===== src/rtl/regfile_wb_pkg.sv =====
// Shared definitions for the register-file writeback arbiter: requester
// indices, the link register number and the buffered write entry.
package regfile_wb_pkg;

    localparam int NUM_SRC = 3;
    localparam int SRC_ALU = 0;
    localparam int SRC_MEM = 1;
    localparam int SRC_DBG = 2;

    localparam logic [4:0] LINK_REG = 5'd31;

    typedef struct packed {
        logic [4:0]  addr;
        logic [31:0] data;
        logic        upper;
    } wb_entry_t;

    // Value a reader would observe once the entry lands (upper writes shift up).
    function automatic logic [31:0] entry_value(input wb_entry_t e);
        return e.upper ? {e.data[15:0], 16'h0000} : e.data;
    endfunction

endpackage


===== src/rtl/wb_prio_sel.sv =====
// Grant select for the writeback buffers: aged ALU/DBG entries first
// (ALU before DBG), otherwise fixed MEM > ALU > DBG. Entries blocked by a
// same-cycle link write are skipped so the next candidate can go.
module wb_prio_sel
    import regfile_wb_pkg::*;
#(
    parameter int MAX_WAIT = 4,
    parameter int WAIT_W   = 3
) (
    input  logic [NUM_SRC-1:0] buf_v,
    input  logic [NUM_SRC-1:0] blocked,
    input  logic [WAIT_W-1:0]  alu_wait,
    input  logic [WAIT_W-1:0]  dbg_wait,
    output logic [NUM_SRC-1:0] grant
);

    logic [NUM_SRC-1:0] eligible;

    // One-hot grant over the eligible buffers.
    always_comb begin
        eligible = buf_v & ~blocked;
        grant    = '0;
        if (eligible[SRC_ALU] && alu_wait == WAIT_W'(MAX_WAIT)) begin
            grant[SRC_ALU] = 1'b1;
        end else if (eligible[SRC_DBG] && dbg_wait == WAIT_W'(MAX_WAIT)) begin
            grant[SRC_DBG] = 1'b1;
        end else if (eligible[SRC_MEM]) begin
            grant[SRC_MEM] = 1'b1;
        end else if (eligible[SRC_ALU]) begin
            grant[SRC_ALU] = 1'b1;
        end else if (eligible[SRC_DBG]) begin
            grant[SRC_DBG] = 1'b1;
        end
    end

endmodule


===== src/rtl/regfile_wb_arbiter.sv =====
// Writeback arbiter in front of register_file: one buffered write per
// requester (ALU, MEM, DBG), one general write issued per cycle, link
// writes to reg 31 never collide with a general write to reg 31.
// Optional forwarding ports are built when REGFILE_WB_FWD_EN is defined.
module regfile_wb_arbiter
    import regfile_wb_pkg::*;
#(
    parameter int MAX_WAIT = 4
) (
    input  logic                 clk,
    input  logic                 rst,
    input  logic [NUM_SRC-1:0]   req_valid,
    output logic [NUM_SRC-1:0]   req_ready,
    input  logic [5*NUM_SRC-1:0] req_addr,
    input  logic [32*NUM_SRC-1:0] req_data,
    input  logic [NUM_SRC-1:0]   req_upper,
    input  logic                 link_valid,
    input  logic [31:0]          link_data,
    output logic [4:0]           rf_waddr,
    output logic [31:0]          rf_wdata,
    output logic                 rf_wren,
    output logic                 rf_is_upper,
    output logic                 rf_jal_wren,
    output logic [31:0]          rf_jal_data,
    output logic [31:0]          pending_mask,
    output logic                 busy
`ifdef REGFILE_WB_FWD_EN
    ,
    input  logic [4:0]           fwd_raddr,
    output logic                 fwd_hit,
    output logic [31:0]          fwd_data
`endif
);

    localparam int WAIT_W = $clog2(MAX_WAIT + 1);

    wb_entry_t          buf_e [NUM_SRC];
    wb_entry_t          req_e [NUM_SRC];
    wb_entry_t          win_e;
    logic [NUM_SRC-1:0] buf_v;
    logic [NUM_SRC-1:0] blocked;
    logic [NUM_SRC-1:0] grant;
    logic [WAIT_W-1:0]  alu_wait;
    logic [WAIT_W-1:0]  dbg_wait;

    function automatic logic [WAIT_W-1:0] next_wait(input logic v, input logic g,
                                                    input logic b, input logic [WAIT_W-1:0] w);
        if (!v || g) return '0;
        if (b || w == WAIT_W'(MAX_WAIT)) return w;
        return w + 1'b1;
    endfunction

    // Unpack the request buses and flag buffers that collide with a link write.
    always_comb begin
        blocked = '0;
        for (int i = 0; i < NUM_SRC; i++) begin
            req_e[i]   = '{addr: req_addr[5*i +: 5], data: req_data[32*i +: 32], upper: req_upper[i]};
            blocked[i] = link_valid && buf_v[i] && (buf_e[i].addr == LINK_REG);
        end
    end

    wb_prio_sel #(
        .MAX_WAIT (MAX_WAIT),
        .WAIT_W   (WAIT_W)
    ) u_sel (
        .buf_v    (buf_v),
        .blocked  (blocked),
        .alu_wait (alu_wait),
        .dbg_wait (dbg_wait),
        .grant    (grant)
    );

    // Winning entry mux, accept handshake and scoreboard.
    always_comb begin
        win_e = '0;
        for (int i = 0; i < NUM_SRC; i++) begin
            if (grant[i]) win_e = buf_e[i];
        end
        req_ready    = ~buf_v | grant;
        busy         = |buf_v;
        pending_mask = '0;
        for (int i = 0; i < NUM_SRC; i++) begin
            if (buf_v[i]) pending_mask[buf_e[i].addr] = 1'b1;
        end
        if (rf_wren) pending_mask[rf_waddr] = 1'b1;
    end

    // Buffer capture and drain; writes to reg 0 are accepted but never stored.
    always_ff @(posedge clk) begin
        if (rst) begin
            buf_v <= '0;
            for (int i = 0; i < NUM_SRC; i++) buf_e[i] <= '0;
        end else begin
            for (int i = 0; i < NUM_SRC; i++) begin
                if (req_valid[i] && req_ready[i] && req_e[i].addr != 5'd0) begin
                    buf_v[i] <= 1'b1;
                    buf_e[i] <= req_e[i];
                end else if (grant[i]) begin
                    buf_v[i] <= 1'b0;
                end
            end
        end
    end

    // Aging counters; a link-blocked entry does not age.
    always_ff @(posedge clk) begin
        if (rst) begin
            alu_wait <= '0;
            dbg_wait <= '0;
        end else begin
            alu_wait <= next_wait(buf_v[SRC_ALU], grant[SRC_ALU], blocked[SRC_ALU], alu_wait);
            dbg_wait <= next_wait(buf_v[SRC_DBG], grant[SRC_DBG], blocked[SRC_DBG], dbg_wait);
        end
    end

    // Issue stage: general and link writes leave together, one cycle after grant.
    always_ff @(posedge clk) begin
        if (rst) begin
            rf_wren     <= 1'b0;
            rf_waddr    <= '0;
            rf_wdata    <= '0;
            rf_is_upper <= 1'b0;
            rf_jal_wren <= 1'b0;
            rf_jal_data <= '0;
        end else begin
            rf_wren <= |grant;
            if (|grant) begin
                rf_waddr    <= win_e.addr;
                rf_wdata    <= win_e.data;
                rf_is_upper <= win_e.upper;
            end
            rf_jal_wren <= link_valid;
            if (link_valid) rf_jal_data <= link_data;
        end
    end

`ifdef REGFILE_WB_FWD_EN
    // Forwarding lookup; later assignments take precedence (issue > MEM > ALU > DBG).
    always_comb begin
        fwd_hit  = 1'b0;
        fwd_data = '0;
        if (fwd_raddr != 5'd0) begin
            if (buf_v[SRC_DBG] && buf_e[SRC_DBG].addr == fwd_raddr) begin
                fwd_hit  = 1'b1;
                fwd_data = entry_value(buf_e[SRC_DBG]);
            end
            if (buf_v[SRC_ALU] && buf_e[SRC_ALU].addr == fwd_raddr) begin
                fwd_hit  = 1'b1;
                fwd_data = entry_value(buf_e[SRC_ALU]);
            end
            if (buf_v[SRC_MEM] && buf_e[SRC_MEM].addr == fwd_raddr) begin
                fwd_hit  = 1'b1;
                fwd_data = entry_value(buf_e[SRC_MEM]);
            end
            if (rf_wren && rf_waddr == fwd_raddr) begin
                fwd_hit  = 1'b1;
                fwd_data = rf_is_upper ? {rf_wdata[15:0], 16'h0000} : rf_wdata;
            end
        end
    end
`endif

endmodule


===== config.mk =====
export PLATFORM = sky130hd
export DESIGN_NAME = regfile_wb_arbiter
export DESIGN_NICKNAME = d
export VERILOG_FILES = /design/src/rtl/regfile_wb_pkg.sv /design/src/rtl/wb_prio_sel.sv /design/src/rtl/regfile_wb_arbiter.sv
export SDC_FILE = /design/constraint.sdc
export NUM_CORES = 1
export LEC_CHECK = 0
export ABC_AREA = 1
export CAP_MARGIN = 20
export CORE_AREA = 5 5 155 157
export CTS_CLUSTER_DIAMETER = 120
export CTS_CLUSTER_SIZE = 14
export DETAILED_ROUTE_END_ITERATION = 16
export DIE_AREA = 0 0 160 162
export PLACE_DENSITY = 0.76
export SLEW_MARGIN = 15
export SYNTH_ARGS = -nofsm -noshare
export SYNTH_HDL_FRONTEND = slang
export SYNTH_SLANG_ARGS = --single-unit

===== constraint.sdc =====
create_clock -name clk -period 2.4 [get_ports clk]
set_input_delay 0.36 -clock clk [delete_from_list [all_inputs] [get_ports clk]]
set_output_delay 0.36 -clock clk [all_outputs]
set_load 0.01 [all_outputs]

==> flow_summary.yaml <==
worst_setup_path:
  critPathCapture: "pending_mask[10]"
  startpoint_type: "flip-flop"
  setup.worst_path.class: "reg -> out"
  crit_path_top_delay_cell: "edfxtp_1"
  cp_common_cell: "inv_1"
  r2r_slack_ns: 0.18
  startpoint: "buf_e[0][112]"
  reg2reg_from: "buf_e[0][111]"
  arrival_ns: 2.01
  r2r_cells: 11
  r2r_end: "buf_e[0][26]"
  worstPathCellList: "buf_4, inv_1, nor3_2, inv_1, o221ai_1, dlygate4sd2_1"
  critPathRequiredTime_ns: 2.04
  path_max_fanout: 5
  cp-end-kind: "output pin"
  crit_path_max_incr_delay_ns: 0.49
detailed_routing:
  drc: 0
  ant_nets: 0
  wl_um: 30500
  dr.first_iter.drc_count: 612
  vias: 9184
  wl_per_cell_um: 17.0
  first_pass_iters: 7
  via_per_inst: 5.13
power_and_ir_drop:
  p_leak_uw: 0.00608
  peakVddDrop_mv: 0.485
  p_per_area_mw_per_mm2: 638
global_route:
  track_usage_pct: 22.9
  met2_usage_pct: 38.3
  grt_max_degree: 57
  grt.busiest_layer: "met2"
  first_global_vias: 8869
  grt_util_met1_pct: 29.3
  overflow: 0
  grt_use_met3_pct: 3.60
  grt_pass1_wl_um: 47400
  grt_antenna_before_repair: 0
floorplan:
  design.die.area_mm2: 0.0259
  die_x_um: 160
  rows: 55
  num_io_pins: 260
  initial_utilization_pct: 43.6
  die_h_um: 162
  core-area_mm2: 0.0224
clock_network:
  cts_hold_buf: 0
  htreeDepth: 4
  cts_buffers: 17
  root_buffer: "clkbuf_16"
  clk_latency_ns: 0.44
  cts_tree: "yes"
  cts_buffer_depth: 2
  clkSlewWorstSetupHoldPaths_ns: 0.08
  clock-sinks: 195
sta:
  setup_viol: 0
  tightest_slew_ns: 0.467
  slew_violations: 0
  rsz0062_at_grt: "yes"
  min_period_ns: 2.37
  max_freq_ghz: 0.421
  tns_ns: 0
  relSlewSlack_pct: 68.9
  hold_violations: 0
  skew_ns: 0.0186
  period_share_pct: 98.9
  setup_ws_ns: 0.0267
outcome:
  status: "finished clean"
synth:
  yosys_register_bits: 195
  synth_nets: 1347
  synth_warnings: 0
  yosysUniqueCellTypes: 31
  ys_seq_area_share_pct: 51.8
  syn_inst: 1191
  avgSynthCellArea_um2: 8.18
  syn-cell-area_mm2: 0.00975
finish:
  diodes: 0
  area_growth_syn_to_layout_pct: 41.7
  drive_above_1_share_pct: 16.1
  stdcell_area_mm2: 0.0138
  num-fill-cells: 1934
  final_nets: 1650
placement:
  dp_slack_ns: -0.207
  dpl-instance-area_mm2: 0.0130
  portBuffers: 259
  hpwl_um: 22200
  place_congestion: 0.952
run:
  drv_cap: 0
hold_path:
  hp-class: "reg -> reg"
## layout by cell type (no fill, tap or decap), types with 5 or more instances in the layout
cell               n
clkdlybuf4s50_1  224
nor2_1           221
inv_1            194
nand2_1          138
edfxtp_1         114
nand3_1           98
dfxtp_1           81
buf_4             74
nor2_2            62
o21ai_0           44
nand4_1           33
a21oi_1           24
o221ai_1          23
dlygate4sd2_1     23
clkbuf_16         17
nand3_2           16
nor3_1            15
nand2_2           11
inv_2             10
buf_12            10
clkbuf_2           9
nor3_2             8
o311ai_1           7
inv_8              5
## routing by layer
| metal | wire length [µm] | vias to the layer above |
|---|---|---|
| met5 | 0 | - |
| met1 | 12500 | 4220 |
| met4 | 1070 | 0 |
| li1 | - | 4480 |
| met3 | 2050 | 74 |
| met2 | 14900 | 410 |
## logic make-up (layout without fill, tap and decap cells)
logic type	Yosys count	in the layout	share of synthesized area (%)
and+or+nand+nor	609	609	28.4
buffers and inverters	263	579	11.2
DFF	195	195	51.8
xor gates and xnor gates	3	3	0.270
AOI/OAI and AO/OA	117	117	7.82
adders and majority gates	4	4	0.513
## worst min path at each step
stage                   from               to  cells past startpoint
6_report         dbg_wait[1]      dbg_wait[1]                      2
5_1_grt        link_data[10]  rf_jal_data[10]                      3
4_1_cts        link_data[30]  rf_jal_data[30]                      3
3_5_place_dp     dbg_wait[1]      dbg_wait[1]                      2
3_3_place_gp     dbg_wait[1]      dbg_wait[1]                      2
2_1_floorplan    dbg_wait[1]      dbg_wait[1]                      2
## per-stage QoR
stage               util, %  instances  hold WS, ns  power [µW]
finish                 61.7       1792        0.495        8820
global route           61.7       1792        0.493        9210
CTS                    61.5       1786        0.489        8820
detailed placement     58.2       1743        0.480        5970
global placement       58.2       1743        0.473        5940
floorplan                 -       1191        0.458        5000
## power by group
part,internal (µW),switching (µW),leakage [µW],total [µW]
clock,1490,1370,0.000288,2860
combinational,868,1040,0.00390,1910
sequential,3890,158,0.00189,4050
## cells in the mapped netlist
cell / number / area share (%)
inv_1: 201 / 7.7
o221ai_1: 24 / 2.2
clkbuf_1: 23 / 0.89
inv_2: 3 / 0.12
a21oi_1: 24 / 1.2
nand4_1: 33 / 2.1
o311ai_0: 8 / 0.72
xor2_1: 3 / 0.27
nor2_1: 223 / 8.6
o21ai_0: 44 / 2.3
ha_1: 4 / 0.51
nor2_2: 63 / 4.0
buf_2: 18 / 0.92
o32a_1: 2 / 0.21
buf_6: 2 / 0.23
nand2_2: 7 / 0.45
dfxtp_1: 81 / 17
nand3_1: 108 / 5.5
edfxtp_1: 114 / 35
nor2_4: 1 / 0.12
buf_8: 6 / 0.92
o31ai_1: 3 / 0.23
a41oi_1: 6 / 0.54
nor3_1: 23 / 1.2
nand2_1: 143 / 5.5
a32oi_1: 1 / 0.090
a211oi_1: 1 / 0.077
nand3_2: 7 / 0.72
a22oi_1: 4 / 0.31
nand3_4: 1 / 0.18
buf_1: 10 / 0.39
## timing repair
item	CTS	global route
gates resized for setup	64	37
setup buffers	11	6
hold endpoints to repair	0	0
pin swaps	0	2
setup endpoints to repair	35	16
cloned	0	0
## critical path, delay by kind of cell (launching register included)
kind / cells / cell delay, ns
AND/OR/NAND/NOR: 1 / 0.16
flip-flops: 1 / 0.49
AO/OA/AOI/OAI: 1 / 0.26
buffers and inverters: 4 / 0.67
## layout make-up
type / instances / area, µm² / area share [%]
Tap cell: 285 / 357 / 2.58
Clock buffer: 18 / 429 / 3.11
Sequential cell: 195 / 5040 / 36.5
Timing Repair Buffer: 343 / 3270 / 23.7
Multi-Input combinational cell: 733 / 3770 / 27.3
Inverter: 204 / 766 / 5.55
Clock inverter: 14 / 163 / 1.18
## registers in the layout (all words and copies together), names as in the netlist
name         flops
dbg_wait         3
rf_wren          1
rf_waddr         5
rf_jal_data     32
rf_jal_wren      1
rf_wdata        32
rf_is_upper      1
buf_v            3
buf_e          114
alu_wait         3
Note: power is estimated with default switching activity, not from simulation.
